**src/rtl/axi4_rd_burst_mst.sv**
```systemverilog
// -----------------------------------------------------------------------------
// axi4_rd_burst_mst
//
// AXI4 read-burst initiator. Accepts one burst command, checks it for AXI4
// legality, issues a single AR transaction and forwards every R beat on a
// registered output stream, tagged with the byte address the beat belongs to
// (FIXED / INCR / WRAP stepping). A one-cycle done pulse closes each burst,
// with err reporting SLVERR/DECERR on any beat or an illegal command.
//
// Optional feature macro: AXI4_RD_MST_CHK_EN
//   defined   : RLAST position and RID are also checked and folded into err.
//   undefined : only RRESP[1] contributes to err; RLAST/RID are ignored.
//
// Ports
//   clk_i, rst_i               clock, asynchronous active-high reset
//   cmd_*                      command handshake and burst descriptor
//   ar*                        AXI4 read-address channel (master side)
//   r*                         AXI4 read-data channel (master side)
//   dat_*                      registered beat output stream
//   done_o, err_o              end-of-burst pulse and its error status
// -----------------------------------------------------------------------------
module axi4_rd_burst_mst #(
   parameter int ADDR_WIDTH = 32,
   parameter int DATA_WIDTH = 64,
   parameter int ID_WIDTH   = 4
) (
   input  logic                  clk_i,
   input  logic                  rst_i,
   input  logic                  cmd_valid_i,
   output logic                  cmd_ready_o,
   input  logic [ADDR_WIDTH-1:0] cmd_addr_i,
   input  logic [3:0]            cmd_len_i,
   input  logic [2:0]            cmd_size_i,
   input  logic [1:0]            cmd_burst_i,
   input  logic [ID_WIDTH-1:0]   cmd_id_i,
   output logic                  arvalid_o,
   input  logic                  arready_i,
   output logic [ADDR_WIDTH-1:0] araddr_o,
   output logic [7:0]            arlen_o,
   output logic [2:0]            arsize_o,
   output logic [1:0]            arburst_o,
   output logic [ID_WIDTH-1:0]   arid_o,
   input  logic                  rvalid_i,
   output logic                  rready_o,
   input  logic [DATA_WIDTH-1:0] rdata_i,
   input  logic [1:0]            rresp_i,
   input  logic                  rlast_i,
   input  logic [ID_WIDTH-1:0]   rid_i,
   output logic                  dat_valid_o,
   input  logic                  dat_ready_i,
   output logic [DATA_WIDTH-1:0] dat_data_o,
   output logic [ADDR_WIDTH-1:0] dat_addr_o,
   output logic [1:0]            dat_resp_o,
   output logic                  dat_last_o,
   output logic                  done_o,
   output logic                  err_o
);

   localparam int                  MAX_SIZE = $clog2(DATA_WIDTH / 8);
   localparam logic [ADDR_WIDTH-1:0] ONE    = ADDR_WIDTH'(1);

   typedef enum logic [1:0] {ST_IDLE, ST_AR, ST_DATA, ST_DONE} state_t;

   state_t                  state_reg;
   logic                    cmd_ready_reg;
   logic [3:0]              len_reg;
   logic [2:0]              size_reg;
   logic [1:0]              burst_reg;
   logic [ID_WIDTH-1:0]     id_reg;
   logic [ADDR_WIDTH-1:0]   addr_reg;      // address of the next R beat
   logic [3:0]              cnt_reg;       // index of the next R beat
   logic                    rcvd_all_reg;  // last R beat already taken
   logic                    err_flag_reg;
   logic                    arvalid_reg;
   logic [ADDR_WIDTH-1:0]   araddr_reg;
   logic [7:0]              arlen_reg;
   logic [2:0]              arsize_reg;
   logic [1:0]              arburst_reg;
   logic [ID_WIDTH-1:0]     arid_reg;
   logic                    dat_valid_reg;
   logic [DATA_WIDTH-1:0]   dat_data_reg;
   logic [ADDR_WIDTH-1:0]   dat_addr_reg;
   logic [1:0]              dat_resp_reg;
   logic                    dat_last_reg;
   logic                    done_reg;
   logic                    err_out_reg;

   // ---------------------------------------------------------------------------
   // Command legality
   // ---------------------------------------------------------------------------
   logic [ADDR_WIDTH-1:0] cmd_s;
   logic [ADDR_WIDTH-1:0] cmd_last_addr;
   logic                  cmd_wrap_len_ok;
   logic                  cmd_illegal;

   always_comb begin
      cmd_s           = ONE << cmd_size_i;
      // address of the final INCR beat: the start is aligned down first
      cmd_last_addr   = (cmd_addr_i & ~(cmd_s - ONE))
                        + (ADDR_WIDTH'(cmd_len_i) << cmd_size_i);
      cmd_wrap_len_ok = (cmd_len_i == 4'd1) || (cmd_len_i == 4'd3) ||
                        (cmd_len_i == 4'd7) || (cmd_len_i == 4'd15);
      cmd_illegal     = 1'b0;
      if (cmd_burst_i == 2'd3)
         cmd_illegal = 1'b1;
      if (cmd_size_i > 3'(MAX_SIZE))
         cmd_illegal = 1'b1;
      if ((cmd_burst_i == 2'd2) &&
          (!cmd_wrap_len_ok || ((cmd_addr_i & (cmd_s - ONE)) != '0)))
         cmd_illegal = 1'b1;
      if ((cmd_burst_i == 2'd1) &&
          (cmd_last_addr[ADDR_WIDTH-1:12] != cmd_addr_i[ADDR_WIDTH-1:12]))
         cmd_illegal = 1'b1;
   end

   // ---------------------------------------------------------------------------
   // Beat address stepping
   // ---------------------------------------------------------------------------
   logic [ADDR_WIDTH-1:0] beat_s;
   logic [ADDR_WIDTH-1:0] beat_b;
   logic [ADDR_WIDTH-1:0] next_addr;

   always_comb begin
      beat_s = ONE << size_reg;
      beat_b = (ADDR_WIDTH'(len_reg) + ONE) << size_reg;
      case (burst_reg)
         2'd1:    next_addr = (addr_reg & ~(beat_s - ONE)) + beat_s;
         2'd2:    next_addr = (addr_reg & ~(beat_b - ONE)) |
                              ((addr_reg + beat_s) & (beat_b - ONE));
         default: next_addr = addr_reg;
      endcase
   end

   // ---------------------------------------------------------------------------
   // R acceptance and per-beat error
   // ---------------------------------------------------------------------------
   logic beat_last;
   logic beat_err;
   logic r_hs;

   assign beat_last = (cnt_reg == len_reg);
   // Depends only on registered state and dat_ready_i, never on R inputs.
   assign rready_o  = (state_reg == ST_DATA) && !rcvd_all_reg &&
                      (!dat_valid_reg || dat_ready_i);
   assign r_hs      = rvalid_i && rready_o;

`ifdef AXI4_RD_MST_CHK_EN
   assign beat_err = rresp_i[1] | (rlast_i != beat_last) | (rid_i != id_reg);
`else
   logic unused_chk;
   assign beat_err   = rresp_i[1];
   assign unused_chk = ^{rlast_i, rid_i};
`endif

   // ---------------------------------------------------------------------------
   // Control FSM with registered outputs
   // ---------------------------------------------------------------------------
   always_ff @(posedge clk_i or posedge rst_i) begin
      if (rst_i) begin
         state_reg     <= ST_IDLE;
         cmd_ready_reg <= 1'b1;
         len_reg       <= '0;
         size_reg      <= '0;
         burst_reg     <= '0;
         id_reg        <= '0;
         addr_reg      <= '0;
         cnt_reg       <= '0;
         rcvd_all_reg  <= 1'b0;
         err_flag_reg  <= 1'b0;
         arvalid_reg   <= 1'b0;
         araddr_reg    <= '0;
         arlen_reg     <= '0;
         arsize_reg    <= '0;
         arburst_reg   <= '0;
         arid_reg      <= '0;
         dat_valid_reg <= 1'b0;
         dat_data_reg  <= '0;
         dat_addr_reg  <= '0;
         dat_resp_reg  <= '0;
         dat_last_reg  <= 1'b0;
         done_reg      <= 1'b0;
         err_out_reg   <= 1'b0;
      end else begin
         case (state_reg)
            ST_IDLE: begin
               if (cmd_valid_i) begin
                  cmd_ready_reg <= 1'b0;
                  len_reg       <= cmd_len_i;
                  size_reg      <= cmd_size_i;
                  burst_reg     <= cmd_burst_i;
                  id_reg        <= cmd_id_i;
                  addr_reg      <= cmd_addr_i;
                  cnt_reg       <= '0;
                  rcvd_all_reg  <= 1'b0;
                  err_flag_reg  <= 1'b0;
                  araddr_reg    <= cmd_addr_i;
                  arlen_reg     <= {4'b0, cmd_len_i};
                  arsize_reg    <= cmd_size_i;
                  arburst_reg   <= cmd_burst_i;
                  arid_reg      <= cmd_id_i;
                  if (cmd_illegal) begin
                     // rejected without touching the bus
                     state_reg   <= ST_DONE;
                     done_reg    <= 1'b1;
                     err_out_reg <= 1'b1;
                  end else begin
                     state_reg   <= ST_AR;
                     arvalid_reg <= 1'b1;
                  end
               end
            end
            ST_AR: begin
               if (arready_i) begin
                  arvalid_reg <= 1'b0;
                  state_reg   <= ST_DATA;
               end
            end
            ST_DATA: begin
               // Downstream consume first; an R beat in the same cycle refills.
               if (dat_valid_reg && dat_ready_i) begin
                  dat_valid_reg <= 1'b0;
                  dat_last_reg  <= 1'b0;
                  if (dat_last_reg) begin
                     state_reg   <= ST_DONE;
                     done_reg    <= 1'b1;
                     err_out_reg <= err_flag_reg;
                  end
               end
               if (r_hs) begin
                  dat_valid_reg <= 1'b1;
                  dat_data_reg  <= rdata_i;
                  dat_resp_reg  <= rresp_i;
                  dat_addr_reg  <= addr_reg;
                  dat_last_reg  <= beat_last;
                  addr_reg      <= next_addr;
                  cnt_reg       <= cnt_reg + 4'd1;
                  err_flag_reg  <= err_flag_reg | beat_err;
                  if (beat_last)
                     rcvd_all_reg <= 1'b1;
               end
            end
            ST_DONE: begin
               done_reg      <= 1'b0;
               err_out_reg   <= 1'b0;
               err_flag_reg  <= 1'b0;
               cmd_ready_reg <= 1'b1;
               state_reg     <= ST_IDLE;
            end
            default: state_reg <= ST_IDLE;
         endcase
      end
   end

   assign cmd_ready_o = cmd_ready_reg;
   assign arvalid_o   = arvalid_reg;
   assign araddr_o    = araddr_reg;
   assign arlen_o     = arlen_reg;
   assign arsize_o    = arsize_reg;
   assign arburst_o   = arburst_reg;
   assign arid_o      = arid_reg;
   assign dat_valid_o = dat_valid_reg;
   assign dat_data_o  = dat_data_reg;
   assign dat_addr_o  = dat_addr_reg;
   assign dat_resp_o  = dat_resp_reg;
   assign dat_last_o  = dat_last_reg;
   assign done_o      = done_reg;
   assign err_o       = err_out_reg;

endmodule

```
**config.mk**
```make
export PLATFORM = sky130hd
export DESIGN_NAME = axi4_rd_burst_mst
export DESIGN_NICKNAME = d
export VERILOG_FILES = /design/src/rtl/axi4_rd_burst_mst.sv
export SDC_FILE = /design/constraint.sdc
export NUM_CORES = 1
export LEC_CHECK = 0
export ABC_AREA = 1
export CORE_MARGIN = 2
export CORE_UTILIZATION = 34
export DETAILED_ROUTE_END_ITERATION = 6
export RECOVER_POWER = 100
export SLEW_MARGIN = 20
export SYNTH_ARGS = -nofsm -noshare
export SYNTH_HDL_FRONTEND = slang
export SYNTH_SLANG_ARGS = --single-unit
```
**constraint.sdc**
```tcl
create_clock -name clk_i -period 8.2 [get_ports clk_i]
set_clock_uncertainty 0.1 [all_clocks]
set_input_delay 1.23 -clock clk_i [delete_from_list [all_inputs] [get_ports clk_i]]
set_output_delay 1.23 -clock clk_i [all_outputs]
set_load 0.03 [all_outputs]
```
==> results.ini <==
[power_and_ir_drop]
ir_drop_uv = 177
switching_power_w = 0.00310
power_density_nw_per_um2 = 393
p_int_w = 0.00303
switching_share = 0.505
p_comb_frac = 0.578
p_leak_nw = 7.86
seq_power_share = 0.278
clock_power_share = 0.144

[sta]
drv_slew = 286
timing.final.crit_period_ns = 6.06
relSlewSlack = -1.66
finalSetupViolCount = 0
worst_pin_slew_ns = 3.98
fin_crit_sh = 0.739
whs_ns = 0.371
fmax_mhz = 165
rsz0062_at_grt = false
setup_tns_ns = 0
setup_ws_ns = 2.14
hold_viol = 0

[placed_design]
place_hpwl_um = 29800
io_buffers = 266
detailed_place.area_um2 = 15100
gp_congestion = 0.910
place_ws_ns = 2.79

[drt]
drtPass1Iterations = 5
detail_route.wl_per_cell_um = 16.4
via_count = 12000
drt_iter0_markers = 849
vias_per_cell = 4.94
drc_errors = 0
ant_nets = 0
wl_um = 39800

[global_route]
grt_max_degree = 123
gr-total-overflow = 0
grt_pass1_wl_um = 62100
grtUsageTotal = 0.217
grt_pass1_vias = 11400
antenna_found_initial = 2

[yosys]
synthTopCellsByArea = dfrtp_1 39%, nand2_1 21%, nor2_1 4.8%
synthCells = 1738
syn_area_per_cell_um2 = 6.94
synth_seq_cells = 189
synth_ff_type = dfrtp_1
synth_top_cell_area_share = 0.390
netlist_area_um2 = 12100
yosys.area.top_type = dfrtp_1
synth_edf_count = 0
ys_seq_area_frac = 0.392
synth_cell_type_count = 54
yosysWarnings = 0
async_flop_share = 1.00

[run_status]
violations = max-capacitance violations, max-slew violations
status = finished with violations

[cells_and_area]
drive_above_1_share = 0.0516
areaGrowthSynthToFinish_pct = 29.5
final_area_um2 = 15600
nets = 2121
layout_common_cells = 668 x nand2_1, 188 x dfrtp_1, 153 x nor2_1, 153 x dlygate4sd3_1, 149 x inv_1
final_common_cell = nand2_1
fin_util = 0.450

[min_path]
hp-class = flop to flop

[critical_path]
worstPathMaxFanout = 88
endpoint_kind = flop
required_ns = 8.29
worstPathArrival_ns = 6.15
startpoint_type = flop
crit_type = flop to flop

[floorplanning]
core_um2 = 34700
floorplan.initialDensity = 0.347
num_rows = 68
die_h_um = 192
die_x_um = 192
io_pins = 276
dieArea_um2 = 37000

[clock_network]
cts_buffers = 17
path_clk_slew_ns = 0.07
clock_latency_ns = 0.46
clockRootBuffer = clkbuf_16
cts.sinks = 189
cts_tree = done
cts.path.max_buffers = 2
postCtsResizedCells = 0
cts_setup_buffers = 0
h-tree-depth = 4
ctsHoldBuffers = 0

[flow_run]
maxCapViolCount = 5

[stage by stage]
stage | total power (W) | cells
floorplan | 0.00409 | 1741
global route | 0.00664 | 2431
global placement | 0.00535 | 2399
finish | 0.00613 | 2433
detailed placement | 0.00540 | 2399
CTS | 0.00632 | 2431
[critical path, stage by stage (launching register included)]
cell and delay [ns]:
dfrtp_1 0.41, inv_1 0.09, ha_1 0.22, inv_1 0.82
nor2_1 0.12, nand2_1 0.10, inv_1 0.05, nand2_1 0.99
clkbuf_1 2.53, o21ai_0 0.24
[final cells by class]
class                           count  area, µm²
Clock inverter                     15        183
Antenna cell                        2       5.00
Timing Repair Buffer              273       2700
Tap cell                          455        569
Inverter                          166        631
Fill cell                        3541      19100
Clock buffer                       17        425
Sequential cell                   189       4730
Multi-Input combinational cell   1316       6380
[cell usage after synthesis (7+ instances only)]
| cell | n |
|---|---|
| xnor2_1 | 11 |
| buf_2 | 8 |
| o21ai_1 | 19 |
| nand2_2 | 10 |
| inv_1 | 148 |
| nand3_2 | 8 |
| inv_2 | 16 |
| nand4_1 | 23 |
| o21ai_0 | 91 |
| nor2_1 | 153 |
| dfrtp_1 | 188 |
| nand2_1 | 667 |
| buf_4 | 8 |
| a21oi_1 | 52 |
| ha_1 | 35 |
| clkbuf_1 | 48 |
| o211ai_1 | 12 |
| o21ai_2 | 7 |
| nor3_1 | 13 |
| xor2_1 | 36 |
| nand3_1 | 109 |
[per-layer routing]
metal | part of all wire | vias up | GRT usage
met3 | 0.087 | 46 | 0.0569
met4 | 0.019 | 0 | 0.0687
met2 | 0.44 | 444 | 0.333
met1 | 0.46 | 5550 | 0.298
li1 | - | 5978 | -
met5 | 0 | - | 0
[power groups by stage]
stage	clock (W)	combinational [W]	sequential (W)
final	0.000881	0.00354	0.00171
after global routing	0.000955	0.00392	0.00177
after CTS	0.000910	0.00369	0.00172
after detailed placement	0	0.00367	0.00173
after global placement	0	0.00363	0.00172
after floorplan	0	0.00183	0.00227
[cells by family after synthesis]
logic type | synth area share
DFF | 0.392
other | 0.000311
adders and majority gates | 0.0380
buffers and inverters | 0.0786
xor gates and xnor gates | 0.0341
and+or+nand+nor | 0.352
AOI/OAI and AO/OA | 0.105
[worst paths after layout]
check / start / slack, ns / cells past startpoint / endpoint
worst max-delay path: state_reg[0]$_DFFE_PP0P_ / 2.14 / 9 / dat_addr_o[10]$_DFFE_PP0P_
worst min-delay path: arvalid_o$_DFFE_PP0P_ / 0.37 / 2 / arvalid_o$_DFFE_PP0P_
worst max register to register: state_reg[0]$_DFFE_PP0P_ / 2.14 / 9 / dat_addr_o[10]$_DFFE_PP0P_
worst min register to register: arvalid_o$_DFFE_PP0P_ / 0.37 / 2 / arvalid_o$_DFFE_PP0P_
max in group asynchronous: rst_i / 2.40 / 3 / asynchronous set/reset pin
min in group asynchronous: rst_i / 1.33 / 2 / dat_data_o[48]$_DFFE_PP0P_
No activity file was read; power rests on OpenSTA's default activity.
